===== config.mk =====
export PLATFORM = sky130hd
export DESIGN_NAME = display_scan
export DESIGN_NICKNAME = d
export VERILOG_FILES = /design/src/rtl/display_scan.sv
export SDC_FILE = /design/constraint.sdc
export NUM_CORES = 1
export LEC_CHECK = 0
export BUFFER_PORTS_ARGS = -buffer_cell sky130_fd_sc_hd__buf_2
export CAP_MARGIN = 5
export CORE_ASPECT_RATIO = 0.9
export CORE_MARGIN = 1
export CORE_UTILIZATION = 55
export CTS_BUF_LIST = sky130_fd_sc_hd__clkbuf_2 sky130_fd_sc_hd__clkbuf_4 sky130_fd_sc_hd__clkbuf_8
export CTS_CLUSTER_SIZE = 20
export DETAILED_ROUTE_END_ITERATION = 8
export MAX_ROUTING_LAYER = met4
export PLACE_DENSITY = 0.92
export SLEW_MARGIN = 20
export SYNTH_ARGS = -nofsm -noshare
export SYNTH_HDL_FRONTEND = slang
export SYNTH_HIERARCHICAL = 1
export SYNTH_SLANG_ARGS = --single-unit
export TNS_END_PERCENT = 1

===== constraint.sdc =====
create_clock -name clk -period 3.14 [get_ports clk]
set_clock_uncertainty 0.15 [all_clocks]
set_input_delay 0 -clock clk [delete_from_list [all_inputs] [get_ports clk]]
set_output_delay 0 -clock clk [all_outputs]
set_load 0.01 [all_outputs]

===== src/rtl/display_scan.sv =====
// Four-digit seven-segment scan controller: frame snapshot, digit select,
// blanked anode drive and leading-zero suppression.

// One digit of the suppression chain plus its anode enable.
module display_scan_lane #(
  parameter bit CAN_SUP = 1'b1
) (
  input  logic [3:0] num_i,
  input  logic       pt_i,
  input  logic       sup_hi_i,
  input  logic       on_i,
  output logic       sup_o,
  output logic       an_o
);
  // A digit is blank-able only while every more-significant digit is blank.
  assign sup_o = CAN_SUP & sup_hi_i & (num_i == 4'd0) & ~pt_i;
  assign an_o  = ~(on_i & ~sup_o);
endmodule

module display_scan #(
  parameter int PRESCALE  = 50000,
  parameter int BLANK_CYC = 500
) (
  input  logic       clk,
  input  logic       reset,
  input  logic       en,
  input  logic       lz_en,
  input  logic [3:0] d0,
  input  logic [3:0] d1,
  input  logic [3:0] d2,
  input  logic [3:0] d3,
  input  logic [3:0] dp_in,
  output logic [3:0] num0,
  output logic [3:0] num1,
  output logic [3:0] num2,
  output logic [3:0] num3,
  output logic [3:0] point,
  output logic       Sel1,
  output logic       Sel2,
  output logic [3:0] AN,
  output logic       frame_tick
);
  localparam int ND = 4;
  localparam int CW = $clog2(PRESCALE);

  typedef enum logic [1:0] {IDLE, BLANK, ON} state_t;

  typedef struct packed {
    logic [ND-1:0][3:0] num;
    logic [ND-1:0]      pt;
    logic               lz;
  } snap_t;

  state_t        state_q, state_d;
  logic [CW-1:0] cnt_q, cnt_d;
  logic [1:0]    idx_q, idx_d;
  snap_t         snap_q, snap_d;
  logic          snap_take;
  logic [ND-1:0] an_q, an_d;
  logic          tick_q;
  logic [ND:0]   sup_chain;
  logic [ND-1:0] on_sel;

  always_comb begin
    state_d   = state_q;
    cnt_d     = cnt_q + CW'(1);
    idx_d     = idx_q;
    snap_take = 1'b0;
    case (state_q)
      IDLE: begin
        cnt_d = '0;
        idx_d = '0;
        if (en) begin
          state_d   = BLANK;
          snap_take = 1'b1;
        end
      end
      BLANK: if (cnt_q == CW'(BLANK_CYC - 1)) state_d = ON;
      ON: if (cnt_q == CW'(PRESCALE - 1)) begin
        state_d   = BLANK;
        cnt_d     = '0;
        idx_d     = idx_q + 2'd1;
        snap_take = (idx_q == 2'd3);
      end
      default: state_d = IDLE;
    endcase
    // Dropping en parks the scan regardless of where the slot is.
    if (!en) begin
      state_d   = IDLE;
      cnt_d     = '0;
      idx_d     = '0;
      snap_take = 1'b0;
    end
  end

  always_comb begin
    snap_d = snap_q;
    if (snap_take) begin
      snap_d.num = {d3, d2, d1, d0};
      snap_d.pt  = dp_in;
      snap_d.lz  = lz_en;
    end
  end

  // Suppression runs off the latched frame, so it is fixed for the frame.
  assign sup_chain[ND] = snap_q.lz;

  for (genvar g = 0; g < ND; g++) begin : g_lane
    assign on_sel[g] = (state_d == ON) && (idx_d == 2'(g));
    display_scan_lane #(.CAN_SUP(g != 0)) u_lane (
      .num_i    (snap_q.num[g]),
      .pt_i     (snap_q.pt[g]),
      .sup_hi_i (sup_chain[g+1]),
      .on_i     (on_sel[g]),
      .sup_o    (sup_chain[g]),
      .an_o     (an_d[g])
    );
  end

  always_ff @(posedge clk) begin
    if (reset) begin
      state_q <= IDLE;
      cnt_q   <= '0;
      idx_q   <= '0;
      snap_q  <= '0;
      an_q    <= '1;
      tick_q  <= 1'b0;
    end else begin
      state_q <= state_d;
      cnt_q   <= cnt_d;
      idx_q   <= idx_d;
      snap_q  <= snap_d;
      an_q    <= an_d;
      tick_q  <= snap_take;
    end
  end

  assign num0       = snap_q.num[0];
  assign num1       = snap_q.num[1];
  assign num2       = snap_q.num[2];
  assign num3       = snap_q.num[3];
  assign point      = snap_q.pt;
  assign Sel1       = idx_q[1];
  assign Sel2       = idx_q[0];
  assign AN         = an_q;
  assign frame_tick = tick_q;

  a_one_cold: assert property (@(posedge clk) disable iff (reset)
    $countones(~AN) <= 1);
  a_dark_off_on: assert property (@(posedge clk) disable iff (reset)
    (state_q != ON) |-> (AN == 4'hF));
endmodule


==> run metrics, run 1 <==
Post-Layout Cell Count approximately 340; WHS Path Cells 2; Critical Path Start Type register; r2r endpoint num3[1]; Finished Cell Area roughly 2700 um^2; setup violators final 0; final hold slack 0.00593 ns; Worst Tran Pin Value between 0.5 and 0.6 ns; ANT nets after route 0; dpl ws slightly below 0.5 ns; Overall Power 1.21 mW; Syn Nets approximately 250; DR vias/cell 5.43; Worst path max stage delay between 0.5 and 0.6 ns; core area 3780 um^2; io pins 51; Slew HR 0.614; Worst Reg2Reg Path Length in Cells 7; Slew Limit Fails 0; Avg Cell Area, Syn approximately 9.8 um^2; DRC viols 0; Post-Syn Area 2200 um^2; grt ovf 0; Sink Count 46; final WL roughly 5600 um; arrival time worst endpoint roughly 3.0 ns; CTS Buffer Depth 2; Final Hold Fails 0; worst-path cell chain or4_4, nor4_4, a22o_1, buf_4, mux2i_1, nor2_1, dlygate4sd3_1; worst reg2reg setup slack approximately 0.20 ns; status finished, final reports clean; highest metal used met4; CP Max Fanout 22; worst r2r src cnt_q[12]; number of core rows 21; Final Critical Period 2.94 ns; CP max stage cell or4_4; Peak VDD IR between 0.3 and 0.4 mV; CTS Root Cell clkbuf_8; Syn Inst Count around 230; fraction of layout cells with a size suffix above 1 0.259; worst skew pair latency between 0.3 and 0.4 ns; Leak around 1.2 nW; Layout Area Growth over Synthesis 24.3%; Crit Path Category register to register; unrepaired setup endpoints after global routing no; worst setup path start cnt_q[12]; final core occ 0.724; Inserted Clock Buffers 5; initial core utilization 0.582; Top delay family on crit path simple AND/OR/NAND/NOR gates; P per Cell Area between 400 and 500 nW/um^2; fillcell total 258; Placed Instances between 200 and 300; CP Capture Type register; TNS Setup 0 ns; Met2 Wirelength ~2900 um; Final WS setup approximately 0.2 ns; Placed Instance Area between 2000 and 2500 um^2; router iterations before antenna repair 4; starting DRC count in detailed routing about 110; initial antenna violation count 0; number of port buffers 50; Worst setup endpoint num3[1]; routed via count 1824; Ant. Diodes 0; met3 wire len between 200 and 250 um; Die Wd between 60 and 70 um; Req. time, crit path approximately 3.2 ns; buffers plus inverters on the worst setup path 2; vias in the first global route between 1.5k and 2k; period utilization 0.935; wire length of the first global-routing pass roughly 8300 um; Tot GR Track Use 0.286; Die Area 4260 um^2; Metal-1 WL about 2200 um; CTS tree built; max_cap viols 0; Post-DP HPWL about 2800 um; YS warnings 6; largest net degree at the start of global routing 31; Die Height 62.0 um; fmax 341 MHz; H-tree depth 2; worst hold path type primary input to register; final net count roughly 320; clock transition at the registers of the reported paths 0.11 ns; Avg WL per Cell 16.5 um; GP Congestion ~0.82; Critical Path Stages 7
worst min-delay path by stage:
stage                     start   endpoint  slack, ns
after global routing      reset    num1[3]       0.01
after global placement    d2[3]    num2[3]       0.08
final                     reset    num2[0]      0.006
after CTS                 reset    num1[3]      0.004
after detailed placement  d0[1]    num0[1]        0.1
after floorplan           lz_en  snap_q[0]     -0.003
what timing repair did:
item | CTS | global route
hold buffers | 35 | 0
gates resized for setup | 0 | 0
buffers inserted | 0 | 0
hold endpoints to repair | 22 | 0
where the power goes:
| group | switching (mW) | internal [mW] | total (mW) |
|---|---|---|---|
| sequential | 0.0172 | 0.603 | 0.620 |
| combinational | 0.0645 | 0.0772 | 0.142 |
| clock | 0.211 | 0.239 | 0.450 |
cell usage in the layout, fill, tap and decap left out, types with 3 or more instances in the layout:
cell type and instances:
or2_2 4, inv_1 4, nand3_1 7, buf_2 50, xor2_1 8, or4b_1 4
nand4_1 4, xnor2_1 6, nor2_1 48, and3_1 3, dlygate4sd3_1 35, mux2i_1 21
dfxtp_1 46, o31ai_2 3, clkbuf_8 5, nor4_4 3, nand2_1 6, nor3_1 5
sequential cells by signal (all words and copies together), names as in the netlist, 2 cells and up:
register  cells
AN            4
cnt_q        16
idx_q         2
num0          4
num1          4
num2          4
num3          4
point         4
state_q       2
area by class of cell:
class                           count  area, um^2  share of cell area
Tap cell                           46        57.6              0.0210
Clock inverter                      3        43.8              0.0160
Multi-Input combinational cell    146        1020               0.374
Clock buffer                        5        68.8              0.0251
Inverter                            4        15.0             0.00548
Timing Repair Buffer               86         608               0.222
Sequential cell                    46         921               0.336
routing by layer:
metal  track usage  vias up
met1         0.315      865
met3        0.0803       18
met2         0.475       67
met4         0.149        0
li1              -      874
met5             -        -
Note: power is estimated with default switching activity, not from simulation.
==> inputs of run 2 (changes only) <==
==> config.mk (replaced) <==
export PLATFORM = sky130hd
export DESIGN_NAME = display_scan
export DESIGN_NICKNAME = d
export VERILOG_FILES = /design/src/rtl/display_scan.sv
export SDC_FILE = /design/constraint.sdc
export NUM_CORES = 1
export LEC_CHECK = 0
export CAP_MARGIN = 5
export CORE_ASPECT_RATIO = 0.9
export CORE_MARGIN = 1
export CORE_UTILIZATION = 55
export CTS_BUF_LIST = sky130_fd_sc_hd__clkbuf_4
export CTS_CLUSTER_SIZE = 20
export DETAILED_ROUTE_END_ITERATION = 8
export DONT_BUFFER_PORTS = 1
export HOLD_SLACK_MARGIN = 0.06
export MAX_ROUTING_LAYER = met4
export PLACE_DENSITY = 0.81
export SLEW_MARGIN = 20
export SYNTH_ARGS = -nofsm -noshare
export SYNTH_HDL_FRONTEND = slang
export SYNTH_HIERARCHICAL = 1
export SYNTH_SLANG_ARGS = --single-unit
export TNS_END_PERCENT = 1
==> run metrics, run 2 (synthesized netlist as in run 1, its figures left out) <==
fmax 351 MHz (was 341 MHz); Post-CTS Setup Bufs 0 (unchanged); most common cell after layout, fill and taps aside nor2_1 (was buf_2); largest register by flop count cnt_q (unchanged); CP Max Fanout 22 (unchanged); CTS Buffer Depth 2 (unchanged); busiest grt layer met2 (unchanged); Die Area 4260 um^2 (unchanged); DR vias/cell 5.44 (was 5.43); Slew Limit Fails 0 (unchanged); starting DRC count in detailed routing 110 (was 105); Layout Area Growth over Synthesis 5.17% (was 24.3%); setup violators final 0 (unchanged); CTS Root Cell clkbuf_4 (was clkbuf_8); number of core rows 21 (unchanged); Final Hold Fails 0 (unchanged); largest net degree at the start of global routing 31 (unchanged); initial antenna violation count 0 (unchanged); worst hold path type primary input to register (unchanged); Inserted Clock Buffers 5 (unchanged); fillcell total 311 (was 258); fraction of layout cells with a size suffix above 1 0.110 (was 0.259); Top delay family on crit path simple AND/OR/NAND/NOR gates (unchanged); Worst path max stage delay 0.59 ns (about the same); TNS Setup 0 ns (unchanged); grt ovf 0 (unchanged); buffers plus inverters on the worst setup path 2 (unchanged); P per Cell Area 430 nW/um^2 (was 443 nW/um^2); CP max stage cell or4_4 (unchanged); Die Wd 68.7 um (unchanged); period utilization 0.907 (was 0.935); max_cap viols 0 (unchanged); final WL 3890 um (was 5550 um); number of port buffers 0 (was 50); Final Critical Period 2.85 ns (was 2.94 ns); status finished, final reports clean (unchanged); worst-path cell chain or4_4, nor4_4, a22o_1, buf_4, mux2i_1, nor2_1, dlygate4sd3_1 (unchanged); DRC viols 0 (unchanged); unrepaired setup endpoints after global routing no (unchanged); met1 usage 0.241 (was 0.315); core area 3780 um^2 (unchanged); Avg WL per Cell 14.2 um (was 16.5 um); Tot GR Track Use 0.196 (was 0.286); worst reg2reg setup slack 0.29 ns (was 0.20 ns); Peak VDD IR 0.384 mV (was 0.353 mV); footprint of the multi-input gates 1020 um^2 (unchanged); wire length of the first global-routing pass 6010 um (was 8350 um); Crit Path Category register to register (unchanged); Req. time, crit path 3.25 ns (was 3.17 ns); arrival time worst endpoint 2.96 ns (was 2.97 ns); router iterations before antenna repair 4 (unchanged); Sink Count 46 (unchanged); Die Height 62.0 um (unchanged); worst skew pair latency 0.35 ns (was 0.32 ns); io pins 51 (unchanged); CTS tree built (unchanged); GP Congestion 0.789 (was 0.816); Worst Tran Pin Value 1.05 ns (was 0.579 ns); commonest cells after routing, fill and taps aside nor2_1 (48), dfxtp_1 (46), dlygate4sd3_1 (23) (was buf_2 (50), nor2_1 (48), dfxtp_1 (46)); Post-DP HPWL 2470 um (was 2830 um); Slew HR 0.295 (was 0.614); Overall Power 997 uW (was 1.21 mW); M3 GR Usage 0.0620 (was 0.0803); routed via count 1490 (was 1824); Ant. Diodes 0 (unchanged); initial core utilization 0.582 (unchanged); register area 921 um^2 (unchanged); Critical Path Start Type register (unchanged); max reg flops 16 (unchanged); CP Capture Type register (unchanged); H-tree depth 2 (unchanged); ANT nets after route 0 (unchanged); clock transition at the registers of the reported paths 0.14 ns (was 0.11 ns); final net count 253 (was 315); vias in the first global route 1357 (was 1732); Leak 0.827 nW (was 1.15 nW); GRT met2 Usage 0.321 (was 0.475)
run 2: routing by layer:
metal,part of all wire,wire (um),up-vias
li1,-,-,747
met1,0.45,1740,699
met3,0.055,216,2
met4,0.0049,19,0
met5,0,0,-
met2,0.49,1920,42
run 2: repair_timing:
action | CTS | global route
endpoints found under the hold margin | 31 | 0
gates resized for setup | 0 | 0
hold buffers | 23 | 0
run 2: worst register-to-register path: stages, from the launching register on:
cell	delay (ns)
dfxtp_1	0.36
or4_4	0.59
nor4_4	0.29
a22o_1	0.16
buf_4	0.33
mux2i_1	0.25
nor2_1	0.05
dlygate4sd3_1	0.59
run 2: path summary, 6_finish.rpt:
path / start / end / cells past startpoint
setup / recovery: cnt_q[12] / num0[3] / 7
hold / removal: en / AN[0] / 5
setup reg to reg: cnt_q[12] / num0[3] / 7
hold reg to reg: cnt_q[0] / cnt_q[0] / 1
run 2: layout make-up:
type | count | share of cell area
Multi-Input combinational cell | 146 | 0.442
Sequential cell | 46 | 0.398
Timing Repair Buffer | 24 | 0.103
Tap cell | 46 | 0.0249
Clock buffer | 5 | 0.0162
Clock inverter | 3 | 0.0103
Inverter | 4 | 0.00648
run 2: power breakdown:
| group | switching, mW | internal [mW] | total (mW) |
|---|---|---|---|
| registers | 0.0272 | 0.603 | 0.631 |
| clock network | 0.193 | 0.0899 | 0.283 |
| logic | 0.0376 | 0.0454 | 0.0830 |
| total | 0.258 | 0.739 | 0.997 |
run 2: stage by stage:
stage               setup slack, ns  cells  utilization  hold WS, ns  instance area, um^2
finish                        0.291    274        0.612        0.111                 2320
global route                  0.161    274        0.612        0.132                 2320
CTS                           0.301    274        0.612       0.0924                 2320
detailed placement            0.455    243        0.535      -0.0710                 2020
global placement              0.505    243        0.535      -0.0747                 2020
floorplan                     0.654    225            -     -0.00316                 2200
